## src/rtl/handshake_pkg.sv

```systemverilog
// rtl/handshake_pkg.sv - shared response codes, payload type and status helper
package handshake_pkg;

    localparam logic [1:0] RESP_OKAY   = 2'b00;
    localparam logic [1:0] RESP_SLVERR = 2'b10;

    localparam int SEQ_W_DEFAULT = 8;

    typedef struct packed {
        logic [SEQ_W_DEFAULT-1:0] seq;
        logic [1:0]               resp;
    } resp_payload_t;

    typedef enum logic [1:0] {
        Q_EMPTY,
        Q_PARTIAL,
        Q_FULL
    } q_state_t;

    function automatic logic [1:0] resp_status(input logic [31:0] data,
                                               input logic [31:0] pattern);
        return (data == pattern) ? RESP_SLVERR : RESP_OKAY;
    endfunction

endpackage

```

## src/rtl/resp_fifo.sv

```systemverilog
// rtl/resp_fifo.sv - response queue with EMPTY/PARTIAL/FULL occupancy state
module resp_fifo
    import handshake_pkg::*;
#(
    parameter int DEPTH = 4,
    parameter int WIDTH = 10
) (
    input  logic             clk,
    input  logic             rst_n,
    input  logic             push,
    input  logic             pop,
    input  logic [WIDTH-1:0] wdata,
    output logic [WIDTH-1:0] rdata,
    output logic             empty,
    output logic             full
);

    localparam int PTR_W = $clog2(DEPTH);
    localparam logic [PTR_W:0] FULL_CNT = DEPTH[PTR_W:0];

    logic [WIDTH-1:0] mem [DEPTH];
    logic [PTR_W-1:0] wr_ptr;
    logic [PTR_W-1:0] rd_ptr;
    logic [PTR_W:0]   count;
    logic [PTR_W:0]   count_nxt;
    q_state_t         state;
    q_state_t         state_nxt;
    logic             do_push;
    logic             do_pop;

    assign do_push = push && !full;
    assign do_pop  = pop && !empty;

    always_ff @(posedge clk) begin
        if (do_push) begin
            mem[wr_ptr] <= wdata;
        end
    end

    always_ff @(posedge clk or negedge rst_n) begin
        if (!rst_n) begin
            wr_ptr <= '0;
            rd_ptr <= '0;
            count  <= '0;
            state  <= Q_EMPTY;
        end else begin
            if (do_push) begin
                wr_ptr <= wr_ptr + 1'b1;
            end
            if (do_pop) begin
                rd_ptr <= rd_ptr + 1'b1;
            end
            count <= count_nxt;
            state <= state_nxt;
        end
    end

    always_comb begin
        count_nxt = count;
        state_nxt = state;
        case ({do_push, do_pop})
            2'b10:   count_nxt = count + 1'b1;
            2'b01:   count_nxt = count - 1'b1;
            default: count_nxt = count;
        endcase
        if (count_nxt == '0) begin
            state_nxt = Q_EMPTY;
        end else if (count_nxt == FULL_CNT) begin
            state_nxt = Q_FULL;
        end else begin
            state_nxt = Q_PARTIAL;
        end
    end

    assign rdata = mem[rd_ptr];
    assign empty = (state == Q_EMPTY);
    assign full  = (state == Q_FULL);

endmodule

```

## src/rtl/handshake_resp_slave.sv

```systemverilog
// rtl/handshake_resp_slave.sv - accepts request beats and returns one seq/status response per beat
module handshake_resp_slave
    import handshake_pkg::*;
#(
    parameter int          DEPTH       = 4,
    parameter int          SEQ_W       = 8,
    parameter logic [31:0] ERR_PATTERN = 32'hDEAD_BEEF
) (
    input  logic             clk,
    input  logic             rst_n,
    input  logic             valid,
    output logic             ready,
    input  logic [31:0]      data_in,
    output logic [31:0]      data_out,
    output logic             r_valid,
    input  logic             r_ready,
    output logic [SEQ_W-1:0] r_seq,
    output logic [1:0]       r_resp
);

    localparam int PW = SEQ_W + 2;

    logic             rst_done;
    logic [SEQ_W-1:0] seq_cnt;
    logic             push;
    logic             pop;
    logic             empty;
    logic             full;
    logic [PW-1:0]    wdata;
    logic [PW-1:0]    rdata;
    logic [PW-1:0]    last_head;

    assign ready = rst_done && !full;
    assign push  = valid && ready;
    assign pop   = r_valid && r_ready;
    assign wdata = {seq_cnt, resp_status(data_in, ERR_PATTERN)};

    always_ff @(posedge clk or negedge rst_n) begin
        if (!rst_n) begin
            rst_done  <= 1'b0;
            seq_cnt   <= '0;
            data_out  <= '0;
            last_head <= '0;
        end else begin
            rst_done <= 1'b1;
            if (push) begin
                data_out <= data_in;
                seq_cnt  <= seq_cnt + 1'b1;
            end
            if (pop) begin
                last_head <= rdata;
            end
        end
    end

    resp_fifo #(
        .DEPTH (DEPTH),
        .WIDTH (PW)
    ) u_resp_fifo (
        .clk   (clk),
        .rst_n (rst_n),
        .push  (push),
        .pop   (pop),
        .wdata (wdata),
        .rdata (rdata),
        .empty (empty),
        .full  (full)
    );

    // An empty queue's head slot is stale, so show the last popped entry instead.
    assign r_valid         = !empty;
    assign {r_seq, r_resp} = empty ? last_head : rdata;

endmodule

```

## config.mk

```make
export PLATFORM = sky130hd
export DESIGN_NAME = handshake_resp_slave
export DESIGN_NICKNAME = d
export VERILOG_FILES = /design/src/rtl/handshake_pkg.sv /design/src/rtl/resp_fifo.sv /design/src/rtl/handshake_resp_slave.sv
export SDC_FILE = /design/constraint.sdc
export NUM_CORES = 1
export LEC_CHECK = 0
export BUFFER_PORTS_ARGS = -buffer_cell sky130_fd_sc_hd__buf_4
export CAP_MARGIN = 40
export CORE_ASPECT_RATIO = 0.8
export CORE_MARGIN = 10
export CORE_UTILIZATION = 55
export DETAILED_ROUTE_END_ITERATION = 8
export PLACE_DENSITY = 0.82
export SYNTH_ARGS = -nofsm -noshare
export SYNTH_HDL_FRONTEND = slang
export SYNTH_SLANG_ARGS = --single-unit
```

## constraint.sdc

```tcl
create_clock -name clk -period 3.2 [get_ports clk]
set_clock_uncertainty 0.05 [all_clocks]
set_input_delay 0.32 -clock clk [delete_from_list [all_inputs] [get_ports clk]]
set_output_delay 0.32 -clock clk [all_outputs]
set_load 0.01 [all_outputs]
```

After elaboration in Yosys (flattened, before gate mapping)
Memory sizes are Yosys's and may differ from the RTL's.
Cells that the tools add are included.

storage, ports and cells
  flip-flop bits (word level) = 60
  bits in latches = 0
  memory bits (writable) = 40
  ROM bits = 0
  bits of input ports = 36
  output and inout port bits = 44
  word-level logic and storage cells = 35
  memories = 1

cells by class
  add/sub/neg operators = 5
  multipliers = 0
  divide/modulo/power cells = 0
  order comparisons = 0
  equality and inequality tests = 5
  shifts and indexed selects = 0
  muxes and demuxes = 7
  bitwise logic cells = 0
  reduce and logical (&&, ||, !) cells = 9

memories
  memory           words  width  read ports  clocked after memory_dff  write ports  RTL line         text
  u_resp_fifo.mem  4      10     1           0                         1            resp_fifo.sv:21  logic [WIDTH-1:0] mem [DEPTH];

operators by type and width
  operator                                                               number
  32-bit equality test, second input constant                            1
  10-bit two-way mux                                                     1
  8-bit by 1-bit adder with 8-bit output, second input constant          1
  2-bit two-way mux                                                      3
  3-bit one-hot mux with 2 select lines                                  1
  1-bit logical AND                                                      5
  2-bit by 1-bit adder with 2-bit output, second input constant          2
  2-bit equality test, second input constant                             2
  3-bit by 1-bit adder with 3-bit output, second input constant          1
  3-bit equality test, second input constant                             1
  3-bit zero test                                                        1
  3-bit by 1-bit subtractor with 3-bit output, second input constant     1
  2-bit by 1-bit equality test with 1-bit output, second input constant  1
  1-bit zero test                                                        2
  2-bit zero test                                                        1
  1-bit two-way mux                                                      2

Longest topological paths before layout
  depth after elaboration = 10
  depth in mapped cells = 11
  gate-level depth less buffers = 9

Modules after synthesis
From an unflattened synthesis, not the netlist that was laid out.

unflattened totals
  cells, all modules = 315
  area total of the unflattened synthesis = 4,131.5 µm²

by module, submodules not included
  module                times used  cells an instance  area an instance (µm²)  sequential area each (µm²)
  handshake_resp_slave  1           217                2,193.4                 1,276.2
  resp_fifo             1           98                 1,938.1                 1,426.4

Worst setup path before layout
OpenSTA, ideal clock, no wires.

  path type = flip-flop to flip-flop
  from = reg u_resp_fifo.state[0]
  to = reg u_resp_fifo.state[1]
  setup time = 0.077 ns
  data arrival time = 2.070 ns
  data required time = 3.073 ns
  setup slack = 1.003 ns
  stages on the path, launching flop included = 12
  path buffers = 2
  clock period less this slack = 2.197 ns
  path through = dfrtp_1 -> nor2b_1 -> buf_4 -> nor2_4 -> buf_4 -> inv_1 -> ha_1 -> inv_1 -> fa_1 -> xor2_1 -> or3_1 -> a21oi_1

between the ends
  longest elaborated chain between the ends = 10
  elaborated cells on any way between the ends = 16
  classes of those cells = eq/ne (4); mux (3); reduce/logical (9)

ends and longest elaborated chain
  what                                                                                   RTL line                                     text
  start, declared                                                                        resp_fifo.sv:26                              q_state_t state;
  start signal, assigned                                                                 resp_fifo.sv:54                              state <= state_nxt;
  2-bit equality test                                                                    resp_fifo.sv:77                              assign full = (state == Q_FULL);
  1-bit zero test                                                                        resp_fifo.sv:31, handshake_resp_slave.sv:33
  1-bit logical AND                                                                      handshake_resp_slave.sv:33                   assign ready = rst_done && !full;
  1-bit logical AND                                                                      handshake_resp_slave.sv:34                   assign push = valid && ready;
  1-bit logical AND                                                                      resp_fifo.sv:31                              assign do_push = push && !full;
  2-bit by 1-bit equality test with 1-bit output or 2-bit equality test (tied branches)  resp_fifo.sv:61                              case ({do_push, do_pop})
  3-bit one-hot mux with 2 select lines *                                                resp_fifo.sv:61
  3-bit equality test                                                                    resp_fifo.sv:68                              end else if (count_nxt == FULL_CNT) begin
  2-bit two-way mux                                                                      resp_fifo.sv:68
  2-bit two-way mux *                                                                    resp_fifo.sv:66                              if (count_nxt == '0) begin
  net u_resp_fifo.state_nxt[1]                                                           resp_fifo.sv:27                              q_state_t state_nxt;

Mark *: on every way through the listed nets, which the timed path passes. The rest lies on a longest branch.
A chain may end at the register's enable or synchronous reset.

Final worst setup path
  from = reg u_resp_fifo.rd_ptr[0]
  to = out r_seq[7]

between the ends
  longest elaborated chain between the ends = 2

ends and longest elaborated chain
  what                    RTL line                    text
  start, declared         resp_fifo.sv:23             logic [PTR_W-1:0] rd_ptr;
  start signal, assigned  resp_fifo.sv:51             rd_ptr <= rd_ptr + 1'b1;
  memory read 4 x 10 bit  -
  10-bit two-way mux      handshake_resp_slave.sv:72  assign {r_seq, r_resp} = empty ? last_head : rdata;
  end, declared           handshake_resp_slave.sv:17  output logic [SEQ_W-1:0] r_seq,

No other way between the ends.

==> impl_summary.log <==
INFO  metric final_min_period_over_clock_period = 80.5%
INFO  metric worst-endpoint-required = 2.83 ns
INFO  metric worst_hold_path.num_cells = 2
INFO  metric synth_warnings = 0
INFO  metric power.switching = 1.20 mW
INFO  metric synthCells = 254
INFO  metric grt_antenna_before_repair = 0
INFO  metric first_global_vias = 2454
INFO  metric timing.critical_path.slowest_stage_cell = dfrtp_1
INFO  metric design_power_total = 3.94 mW
INFO  metric worst_setup_hold_path_clk_slew = 0.10 ns
INFO  metric die_h = 95.5 um
INFO  metric power_frac_comb = 29.6%
INFO  metric pwr-share-clk = 23.6%
INFO  metric syn-cell-area = 3920 sq um
INFO  metric register_to_register_setup_slack = 0.65 ns
INFO  metric p_int = 2.73 mW
INFO  metric worst_pin_slew = 0.800 ns
INFO  metric cts_root_buffer = clkbuf_8
INFO  metric cts_post_setup_buffers_inserted = 0
INFO  metric post_synth_num_cell_types = 35
INFO  metric global_route.usage.total = 14.6%
INFO  metric worstHoldPathType = in2reg
INFO  metric reg2reg_to = u_resp_fifo.state[1]
INFO  metric run_status = finished clean
INFO  metric finalWirelength = 7.52 mm
INFO  metric seq_area_frac_synth = 65.2%
INFO  metric tritoncts_num_sinks = 95
INFO  metric path_max_fanout = 11
INFO  metric r2r-start = u_resp_fifo.state[0]
INFO  metric fmaxAchievable = 0.388 GHz
INFO  metric finalWorstPathRequiredPeriod = 2.58 ns
INFO  metric design.die.area = 10900 sq um
INFO  metric grt_overflow_total = 0
INFO  metric detailedPlacementHpwl = 5.46 mm
INFO  metric drcViolationCount = 0
INFO  metric drt-wirelength-per-cell = 17.6 um
INFO  metric worst_ep_arrival_time = 2.21 ns
INFO  metric hold_viol_final = 0
INFO  metric cellLeakagePower = 2.08 nW
INFO  metric antenna_violating_nets_post_route = 0
INFO  metric path_buf_inv = 1
INFO  metric cp_top_family = multiplexers
INFO  metric grt_first_pass_wirelength = 12.5 mm
INFO  metric relSlewSlack = 46.6%
INFO  metric tns = 0 ns
INFO  metric flow.area_growth_from_synthesis = 22.8%
INFO  metric place.port_buffers = 78
INFO  metric timing.critical_path.slowest_cell_delay = 0.75 ns
INFO  metric clock_tree_from_tritoncts = built
INFO  metric floorplan.initialDensity = 56.9%
INFO  metric placeableCoreArea = 6890 sq um
INFO  metric ioPinCount = 80
INFO  metric holdPathEnd = data_out[30]
INFO  metric clock_path_buffers = 2
INFO  metric number_of_max_cap_violations = 0
INFO  metric numCtsBuffers = 9
INFO  metric synthesis.area_per_instance = 15.4 sq um
INFO  metric ys.flop_type = dfrtp_1
INFO  metric weighted_congestion_reported_at_the_end_of_routability_driven_placement = 0.746
INFO  metric synth-async-reset-ratio = 62.1%
INFO  metric num-nets-final = 379
INFO  metric critPathKind = reg2out
INFO  metric final_max_slew_viol_count = 0
INFO  metric finalSetupViolCount = 0
INFO  metric drt_first_pass_iters = 4
INFO  metric r2r_cells = 9
INFO  metric switching_share = 30.6%
INFO  metric highest_count_cells_in_the_layout_ignoring_fill_and_taps = buf_4 (80), dfrtp_1 (59), edfxtp_1 (36)
INFO  metric ys_ff_latch = 95
INFO  metric hold_path.startpoint = data_in[30]
INFO  metric n_antenna_cell = 0
INFO  metric vias_per_cell = 5.28
INFO  metric pwr_per_cell_area = 818 nW/um^2
INFO  metric ir_worst_vdd = 391 uV
INFO  metric count_of_flip_flops_with_a_built_in_enable_after_synthesis = 36
INFO  metric drive_gt1_share = 40.5%
INFO  metric critical_path.endpoint_type = primary output
INFO  metric postSynthNetCount = 297
INFO  metric htreeDepth = 3
INFO  metric detail_route.iter0.violations = 137
INFO  metric cell_by_cell_listing_of_the_critical_path = mux4_1, mux2_2, buf_4
INFO  metric insertion_delay = 0.37 ns
INFO  metric chip_width = 114 um
INFO  metric seqPwrFrac = 46.8%
INFO  metric num_vias = 2261
INFO  metric grt_setup_unrepaired = false
INFO  metric worst_setup_path_start_kind = register
INFO  metric row_count = 27
INFO  metric layout.cells.most_common = buf_4
INFO  metric maximum_number_of_pins_on_one_net_before_global_route_repair = 60
## layout make-up
cell class	count	area [sq um]
Tap cell	87	109
Sequential cell	95	2560
Clock inverter	6	95.1
Timing Repair Buffer	81	611
Inverter	8	30.0
Multi-Input combinational cell	141	1260
Clock buffer	10	149
Fill cell	481	2080
## metal layers
layer  routed length [um]  share of wire (%)  GRT usage [%]
met1                 3280                 44           17.7
met2                 3370                 45           22.0
met3                  782                 10           8.04
met4                   87                1.2           4.38
met5                    0                  0              0
## what timing repair did
item                                   4_1_cts  5_1_grt
resized for setup                            0        0
hold buffers                                 1        0
endpoints found under the hold margin       35        0
## kinds of logic (layout without fill, tap and decap cells)
family	after synthesis	after routing	share of synthesized area (%)
multiplexers	52	52	17.6
flip-flops	95	95	65.2
adder cells (fa/ha/maj)	7	7	2.43
AO/OA/AOI/OAI	4	4	0.574
AND/OR/NAND/NOR	64	64	8.75
buffers and inverters	18	105	2.52
other	2	2	0.192
XOR/XNOR	12	12	2.68
## worst max path at each step
stage | startpoint | endpoint | slack (ns) | cells after the start
floorplan | u_resp_fifo.state[0] | u_resp_fifo.state[1] | 1.00 | 11
global placement | u_resp_fifo.state[0] | u_resp_fifo.state[1] | 0.77 | 9
detailed placement | u_resp_fifo.state[0] | u_resp_fifo.state[1] | 0.68 | 9
CTS | u_resp_fifo.rd_ptr[0] | r_seq[7] | 0.60 | 3
global route | u_resp_fifo.rd_ptr[0] | r_seq[7] | 0.46 | 3
finish | u_resp_fifo.rd_ptr[0] | r_seq[7] | 0.62 | 3
## sequential cells by signal (all words and copies together), names as in the netlist
signal and count:
data_out 32, last_head 9, rst_done 1, seq_cnt 8, u_resp_fifo.count 3, u_resp_fifo.mem 36, u_resp_fifo.rd_ptr 2, u_resp_fifo.state 2
u_resp_fifo.wr_ptr 2
## cell usage after synthesis (2+ instances only)
master	n	area, sq um
and2_1	5	31.3
buf_4	6	45.0
clkbuf_1	2	7.51
conb_1	2	7.51
dfrtp_1	59	1480
edfxtp_1	36	1080
ha_1	6	75.1
inv_1	8	30.0
mux2_1	11	124
mux2_2	32	360
mux4_2	8	180
nand2_1	31	116
nand2b_1	2	12.5
nand3_1	3	15.0
nand4_1	3	18.8
nand4b_1	5	43.8
nor2b_1	3	18.8
nor3_1	2	10.0
nor4_1	3	18.8
o21ai_0	2	10.0
xnor2_1	4	35.0
xor2_1	8	70.1
## per-stage QoR
stage	hold WS, ns	setup WS [ns]	std cells	util (%)	area (sq um)
after CTS	0.115	0.600	428	69.9	4810
after floorplan	-0.0256	1.00	254	-	3920
final	0.125	0.624	428	69.9	4810
after global placement	0.381	0.766	411	66.2	4560
after detailed placement	0.387	0.683	411	66.2	4560
after global routing	0.112	0.456	428	69.9	4810
## power groups by stage
| stage | Combinational (mW) | Clock, mW | Sequential (mW) |
|---|---|---|---|
| after floorplan | 0.742 | 0 | 1.80 |
| after global routing | 1.29 | 1.01 | 1.89 |
| after detailed placement | 1.18 | 0 | 1.86 |
| final | 1.17 | 0.931 | 1.84 |
| after global placement | 1.15 | 0 | 1.84 |
| after CTS | 1.19 | 0.953 | 1.84 |
No activity file was read; power rests on OpenSTA's default activity.
